`src/rtl/fifo_rd_if.sv`:
```
// Consumer-side read handshake of the async FIFO: first-word-fall-through valid/ready.
interface fifo_rd_if #(
  parameter int DATA_WIDTH = 8
);
  logic [DATA_WIDTH-1:0] rdata;
  logic                  rdata_valid;
  logic                  rdata_ready;

  modport master (output rdata, output rdata_valid, input rdata_ready);
  modport slave  (input rdata, input rdata_valid, output rdata_ready);
endinterface

```
`src/rtl/fifo_read_ctrl.sv`:
```
// Read-domain side of the async FIFO: synchronises the write pointer, owns the read pointer,
// fetches from the dual-port memory and presents words through a 2-entry FWFT output stage.
module fifo_read_ctrl #(
  parameter int ADDR_WIDTH = 6,
  parameter int DATA_WIDTH = 8,
  parameter int AE_THRESH  = 4
) (
  input  logic                  clk,
  input  logic                  rst_n,
  input  logic [ADDR_WIDTH:0]   wptr_gray,
  output logic [ADDR_WIDTH:0]   rptr,
  output logic [ADDR_WIDTH-1:0] raddr,
  output logic                  rclken,
  input  logic [DATA_WIDTH-1:0] mem_rdata,
  fifo_rd_if.master             rd,
  output logic                  mem_empty,
  output logic                  almost_empty,
  output logic [ADDR_WIDTH+1:0] rd_level
);
  localparam int PW = ADDR_WIDTH + 1;
  localparam logic [PW:0] AE_LVL = (PW+1)'(AE_THRESH);

  logic [PW-1:0]         rq1_wptr, rq2_wptr, rbin, rbin_next, rgray_next, wbin_sync, mem_words;
  logic                  pending, pop, fetch;
  logic [1:0]            cnt;
  logic [2:0]            occ;
  logic [DATA_WIDTH-1:0] head, skid;

  function automatic logic [PW-1:0] gray2bin(input logic [PW-1:0] g);
    logic [PW-1:0] b;
    b[PW-1] = g[PW-1];
    for (int i = PW-2; i >= 0; i--) b[i] = b[i+1] ^ g[i];
    return b;
  endfunction

  always_ff @(posedge clk or negedge rst_n) begin
    if (!rst_n) begin
      rq1_wptr <= '0;
      rq2_wptr <= '0;
    end else begin
      rq1_wptr <= wptr_gray;
      rq2_wptr <= rq1_wptr;
    end
  end

  // Fetch only if the word will have a stage slot once it lands next cycle.
  always_comb begin
    pop        = rd.rdata_valid & rd.rdata_ready;
    occ        = {1'b0, cnt} + {2'b0, pending} - {2'b0, pop};
    fetch      = ~mem_empty & (occ < 3'd2);
    rbin_next  = rbin + {{(PW-1){1'b0}}, fetch};
    rgray_next = (rbin_next >> 1) ^ rbin_next;
  end

  assign rclken = fetch;
  assign raddr  = rbin[ADDR_WIDTH-1:0];

  always_ff @(posedge clk or negedge rst_n) begin
    if (!rst_n) begin
      rbin      <= '0;
      rptr      <= '0;
      mem_empty <= 1'b1;
      pending   <= 1'b0;
    end else begin
      rbin      <= rbin_next;
      rptr      <= rgray_next;
      mem_empty <= (rgray_next == rq2_wptr);
      pending   <= fetch;
    end
  end

  // Output stage: head is always the oldest word; skid only fills behind a held head.
  always_ff @(posedge clk or negedge rst_n) begin
    if (!rst_n) begin
      cnt  <= '0;
      head <= '0;
      skid <= '0;
    end else begin
      cnt <= cnt + {1'b0, pending} - {1'b0, pop};
      if (pop && cnt == 2'd2) begin
        head <= skid;
        if (pending) skid <= mem_rdata;
      end else if (pending) begin
        if (cnt == 2'd0 || pop) head <= mem_rdata;
        else                    skid <= mem_rdata;
      end
    end
  end

  assign rd.rdata       = head;
  assign rd.rdata_valid = (cnt != 2'd0);

  assign wbin_sync    = gray2bin(rq2_wptr);
  assign mem_words    = wbin_sync - rbin;
  assign rd_level     = {1'b0, mem_words} + {{PW{1'b0}}, pending} + {{(PW-1){1'b0}}, cnt};
  assign almost_empty = (rd_level <= AE_LVL);
endmodule

```
`src/flat_wrapper.sv`:
```
// flat-port wrapper written by rule: the top's interface ports become plain ports
module fifo_read_ctrl_flat 
#(
  parameter int ADDR_WIDTH = 6,
  parameter int DATA_WIDTH = 8,
  parameter int AE_THRESH  = 4
)
  (clk, rst_n, wptr_gray, rptr, raddr, rclken, mem_rdata, mem_empty, almost_empty, rd_level, rd_rdata, rd_rdata_valid, rd_rdata_ready);
  fifo_rd_if #(.DATA_WIDTH(DATA_WIDTH)) rd_i ();
  input  logic clk;
  input  logic rst_n;
  input  logic [ADDR_WIDTH:0] wptr_gray;
  output logic [ADDR_WIDTH:0] rptr;
  output logic [ADDR_WIDTH-1:0] raddr;
  output logic rclken;
  input  logic [DATA_WIDTH-1:0] mem_rdata;
  output logic mem_empty;
  output logic almost_empty;
  output logic [ADDR_WIDTH+1:0] rd_level;
  output wire logic [$bits(rd_i.rdata)-1:0] rd_rdata;
  output wire logic [$bits(rd_i.rdata_valid)-1:0] rd_rdata_valid;
  input wire logic [$bits(rd_i.rdata_ready)-1:0] rd_rdata_ready;
  assign rd_rdata = rd_i.rdata;
  assign rd_rdata_valid = rd_i.rdata_valid;
  assign rd_i.rdata_ready = rd_rdata_ready;
  fifo_read_ctrl #(.ADDR_WIDTH(ADDR_WIDTH), .DATA_WIDTH(DATA_WIDTH), .AE_THRESH(AE_THRESH)) u_core (.clk(clk), .rst_n(rst_n), .wptr_gray(wptr_gray), .rptr(rptr), .raddr(raddr), .rclken(rclken), .mem_rdata(mem_rdata), .rd(rd_i), .mem_empty(mem_empty), .almost_empty(almost_empty), .rd_level(rd_level));
endmodule
```
`config.mk`:
```
export PLATFORM = sky130hd
export DESIGN_NAME = fifo_read_ctrl_flat
export DESIGN_NICKNAME = d
export VERILOG_FILES = /design/src/rtl/fifo_rd_if.sv /design/src/rtl/fifo_read_ctrl.sv /design/src/flat_wrapper.sv
export SDC_FILE = /design/constraint.sdc
export NUM_CORES = 1
export LEC_CHECK = 0
export ABC_CLOCK_PERIOD_IN_PS = 4700
export CAP_MARGIN = 20
export CELL_PAD_IN_SITES_DETAIL_PLACEMENT = 0
export CELL_PAD_IN_SITES_GLOBAL_PLACEMENT = 1
export CORE_MARGIN = 5
export CORE_UTILIZATION = 36
export CTS_CLUSTER_DIAMETER = 60
export CTS_CLUSTER_SIZE = 10
export DETAILED_ROUTE_END_ITERATION = 8
export GPL_ROUTABILITY_DRIVEN = 0
export PLACE_DENSITY_LB_ADDON = 0.1
export SLEW_MARGIN = 20
export SYNTH_ARGS = -nofsm -noshare
export SYNTH_HDL_FRONTEND = slang
export SYNTH_SLANG_ARGS = --single-unit
```
`constraint.sdc`:
```
create_clock -name clk -period 4.7 [get_ports clk]
set_input_delay 1.175 -clock clk [delete_from_list [all_inputs] [get_ports clk]]
set_output_delay 1.175 -clock clk [all_outputs]
set_load 0.05 [all_outputs]
```
==> parameters.txt <==
Parameter                              Value

Routing
  Met3 wire length ... roughly 160 um
  WL per Instance ... 12.90 um
  Number of optimization iterations in the first detailed-route pass ... 4
  Routed Antenna Nets ... 0
  Via total after detailed routing ... 1758
  Routed metal-1 wire length ... 2277 um
  Met2 routed WL ... between 2000 and 2500 um
  Initial DRC count ... a little under 60
  Via-per-instance ratio ... 4.602
  Drt drc ... 0
  Uppermost layer routed ... met4
  Post-detailed-routing wire length ... slightly below 5000 um

Critical path
  Nature of the critical path endpoint ... output pin
  Critical path's largest stage delay ... ~490 ps
  Worst reg-to-reg path cell count ... 15
  Category of the critical setup timing path ... flip-flop to output pin
  Crit path launch type ... flip-flop
  Reg2Reg Setup Slack ... 870 ps
  Endpoint required time on the critical path ... approximately 3500 ps
  Crit-path most repeated cell ... sky130_fd_sc_hd__xor2_2
  Cell breakdown of the critical path ... xor3_2 > xnor2_4 > xor2_2 > xor2_2 > xor2_1 > ha_2 > fa_1 > inv_2 > ha_4 > a21o_1 > nand2_2 > a311oi_4 > nor4bb_2 > o2111a_2 > buf_12
  Highest net fanout along the worst path ... 3
  WP depth ... 15
  Data arrival time of the worst path ... just under 4000 ps
  Top delay family on crit path ... XOR/XNOR gates
  Number of buffers and inverters on the critical path ... 2
  Cell at the slowest stage of the critical path ... sky130_fd_sc_hd__fa_1

Logic synthesis
  Yosys warning total ... 0
  Mapped Cells ... 213
  Avg Synthesized Cell Area ... 11.61 sq um
  Combinational family with the most area after synthesis ... XOR/XNOR gates
  Cell types occupying the most area after synthesis ... sky130_fd_sc_hd__dfrtp_1, sky130_fd_sc_hd__xor2_1, sky130_fd_sc_hd__ha_1, sky130_fd_sc_hd__mux2_2, sky130_fd_sc_hd__xnor2_1
  Yosys top cell by area ... sky130_fd_sc_hd__dfrtp_1
  Combined area of all synthesized cells ... about 0.0025 sq mm
  XOR/XNOR Fraction of Synth Area ... 0.1513
  Mux contribution to synthesized area ... 0.07743
  Proportion of synthesized flip-flops having asynchronous set or reset ... 1.000
  Main synth FF type ... sky130_fd_sc_hd__dfrtp_1
  Area share of the leading cell type in the synthesized netlist ... 0.4656
  Post-synth EDFFs ... 0
  FF+latch count, synth ... 47
  Synthesized-area fraction occupied by and/or/nand/nor cells ... 0.09767
  Net Count, Synth ... between 200 and 250
  Compound-cell area share of the yosys netlist ... 0.07389
  Sequential share of the synthesized area ... 0.4762
  Adder and majority gate portion of the synthesized area ... 0.08806
  Library cells used by synthesis ... 43

Clock tree
  H-tree levels ... 2
  Clock tree from TritonCTS ... built
  Worst-Skew Late Latency ... 290 ps
  Number of clock sinks ... 47
  CTS root buf ... sky130_fd_sc_hd__clkbuf_8
  Deepest clock path buffer count ... 2
  Inserted Clock Buffers ... 5
  Post-CTS clock slew at the launch and capture registers of the worst setup and hold paths ... ~80 ps

Placed design
  IO buf count ... 50
  Placed wire-length estimate ... 3821 um

Min path
  Cell depth of the worst min-delay path ... 0
  Hold WC Path Type ... flip-flop to flip-flop

Timing
  Shortest clock period the worst path allows after layout ... between 5000 and 6000 ps
  Worst clock skew ... 3.495 ps
  Unrepaired setup endpoints after global routing ... true
  Worst Slack Setup Final ... -391.9 ps
  Number of hold violations in the final report ... 0
  Pin slew with the least headroom to its limit ... about 590 ps
  Peak Freq ... roughly 0.20 GHz
  Final setup violation count ... 6
  Final worst-path cycle share ... 1.083
  Relative slew slack ... 0.6072
  Final sum of negative setup slack ... -1559 ps
  Final slew viol count ... 0

Cells and area
  P&R area growth vs syn ... 49.24%
  Total area of multi-input combinational cells ... between 0.001 and 0.0015 sq mm
  Most used cells in the layout excluding fill and tap cells ... sky130_fd_sc_hd__dfrtp_1, sky130_fd_sc_hd__clkdlybuf4s50_1, sky130_fd_sc_hd__buf_4, sky130_fd_sc_hd__inv_1, sky130_fd_sc_hd__xor2_1
  Antenna diode instance count ... 0
  Filler instances ... 626
  Number of nets in the finished design ... roughly 330
  Share of layout cells above drive strength 1 ... 0.2980
  Most common cell after layout, fill and taps aside ... sky130_fd_sc_hd__dfrtp_1
  Register Area ... 0.001177 sq mm

Die
  Row count ... 30
  Die X ... just over 90 um
  Initial core utilization ... 0.3659
  Standard cell core area ... ~0.0068 sq mm
  Full die area ... approximately 0.0086 sq mm
  Chip height ... 92.87 um
  I/O pin total ... ~50

Run status
  Result of the run ... complete, but fails checks
  Violated checks ... negative setup slack

GRT
  Overall Global Routing Usage ... 0.1192
  Antenna violations before repair ... 0
  Via count of the first global-routing pass ... approximately 1800
  Maximum number of pins on one net before global-route repair ... 48
  First-pass GRT wire length ... 8217 um
  GRT Residual Overflow ... 0

Flow run
  Number of max-cap violations ... 0
-- area by class of cell --
class,instances,area share
Inverter,20,0.02035
Sequential cell,47,0.3191
Clock buffer,6,0.01967
Timing Repair Buffer,84,0.2299
Clock inverter,2,0.003391
Multi-Input combinational cell,143,0.3805
Tap cell,80,0.02713
-- cells by family (layout without fill, tap and decap cells) --
family,Yosys count,after routing
XOR/XNOR,35,35
multiplexers,18,18
buffers and inverters,23,112
flip-flops,47,47
adder cells (fa/ha/maj),15,15
AO/OA/AOI/OAI,27,27
AND/OR/NAND/NOR,48,48
-- cell usage after synthesis (all sizes together) (2+ instances only) --
library cell / number
fa: 4
nand3: 4
and2: 3
a21o: 2
o21a: 3
nor2: 9
mux2: 9
nor3: 6
a311oi: 2
mux2i: 9
nand2b: 3
ha: 11
inv: 20
xnor2: 12
xor2: 20
xor3: 2
nand2: 14
o21ai: 11
clkbuf: 2
a21oi: 3
dfrtp: 46
-- final timing paths --
| kind | from | to |
|---|---|---|
| max reg2reg | u_core.cnt[1] | u_core.mem_empty |
| max | u_core.rq2_wptr[6] | almost_empty |
| max in group asynchronous | rst_n | u_core.rbin[1] |
| min in group asynchronous | rst_n | u_core.rbin[4] |
| min reg2reg | u_core.rq1_wptr[4] | u_core.rq2_wptr[4] |
| min | u_core.rq1_wptr[4] | u_core.rq2_wptr[4] |
-- repair_timing --
| action | 4_1_cts | 5_1_grt |
|---|---|---|
| endpoints found under the setup margin | 6 | 8 |
| pin swaps | 8 | 8 |
| buffers inserted | 5 | 5 |
| resized for setup | 12 | 9 |
| hold buffers | 0 | 0 |
-- state kept, by name, summed over array words and instances (netlist names) --
signal and flops:
u_core.rd.rdata 8, u_core.skid 8, u_core.rbin 7, u_core.rq1_wptr 7, u_core.rq2_wptr 7, u_core.rptr 6, u_core.cnt 2, u_core.mem_empty 1
u_core.pending 1
-- metrics by stage --
step	cells	instance area, sq um	hold WS, ps	util	worst slack (ps)
after floorplan	213	2566	331.2	-	-266.3
after global placement	364	3417	332.2	0.5057	-230.8
after detailed placement	364	3417	335.5	0.5057	-220.2
after CTS	377	3590	354.9	0.5313	-433.5
after global routing	382	3690	366.9	0.5461	-624.0
final	382	3690	352.1	0.5461	-391.9
-- layer usage --
metal	global-route usage	vias up
met3	0.02843	5
met4	0.03663	0
li1	-	885
met5	0	-
met2	0.2010	30
met1	0.1512	838
Power is left out: the tool's default activity adds up to more than one toggle a clock period on the data nets, which glitch-free logic cannot reach.
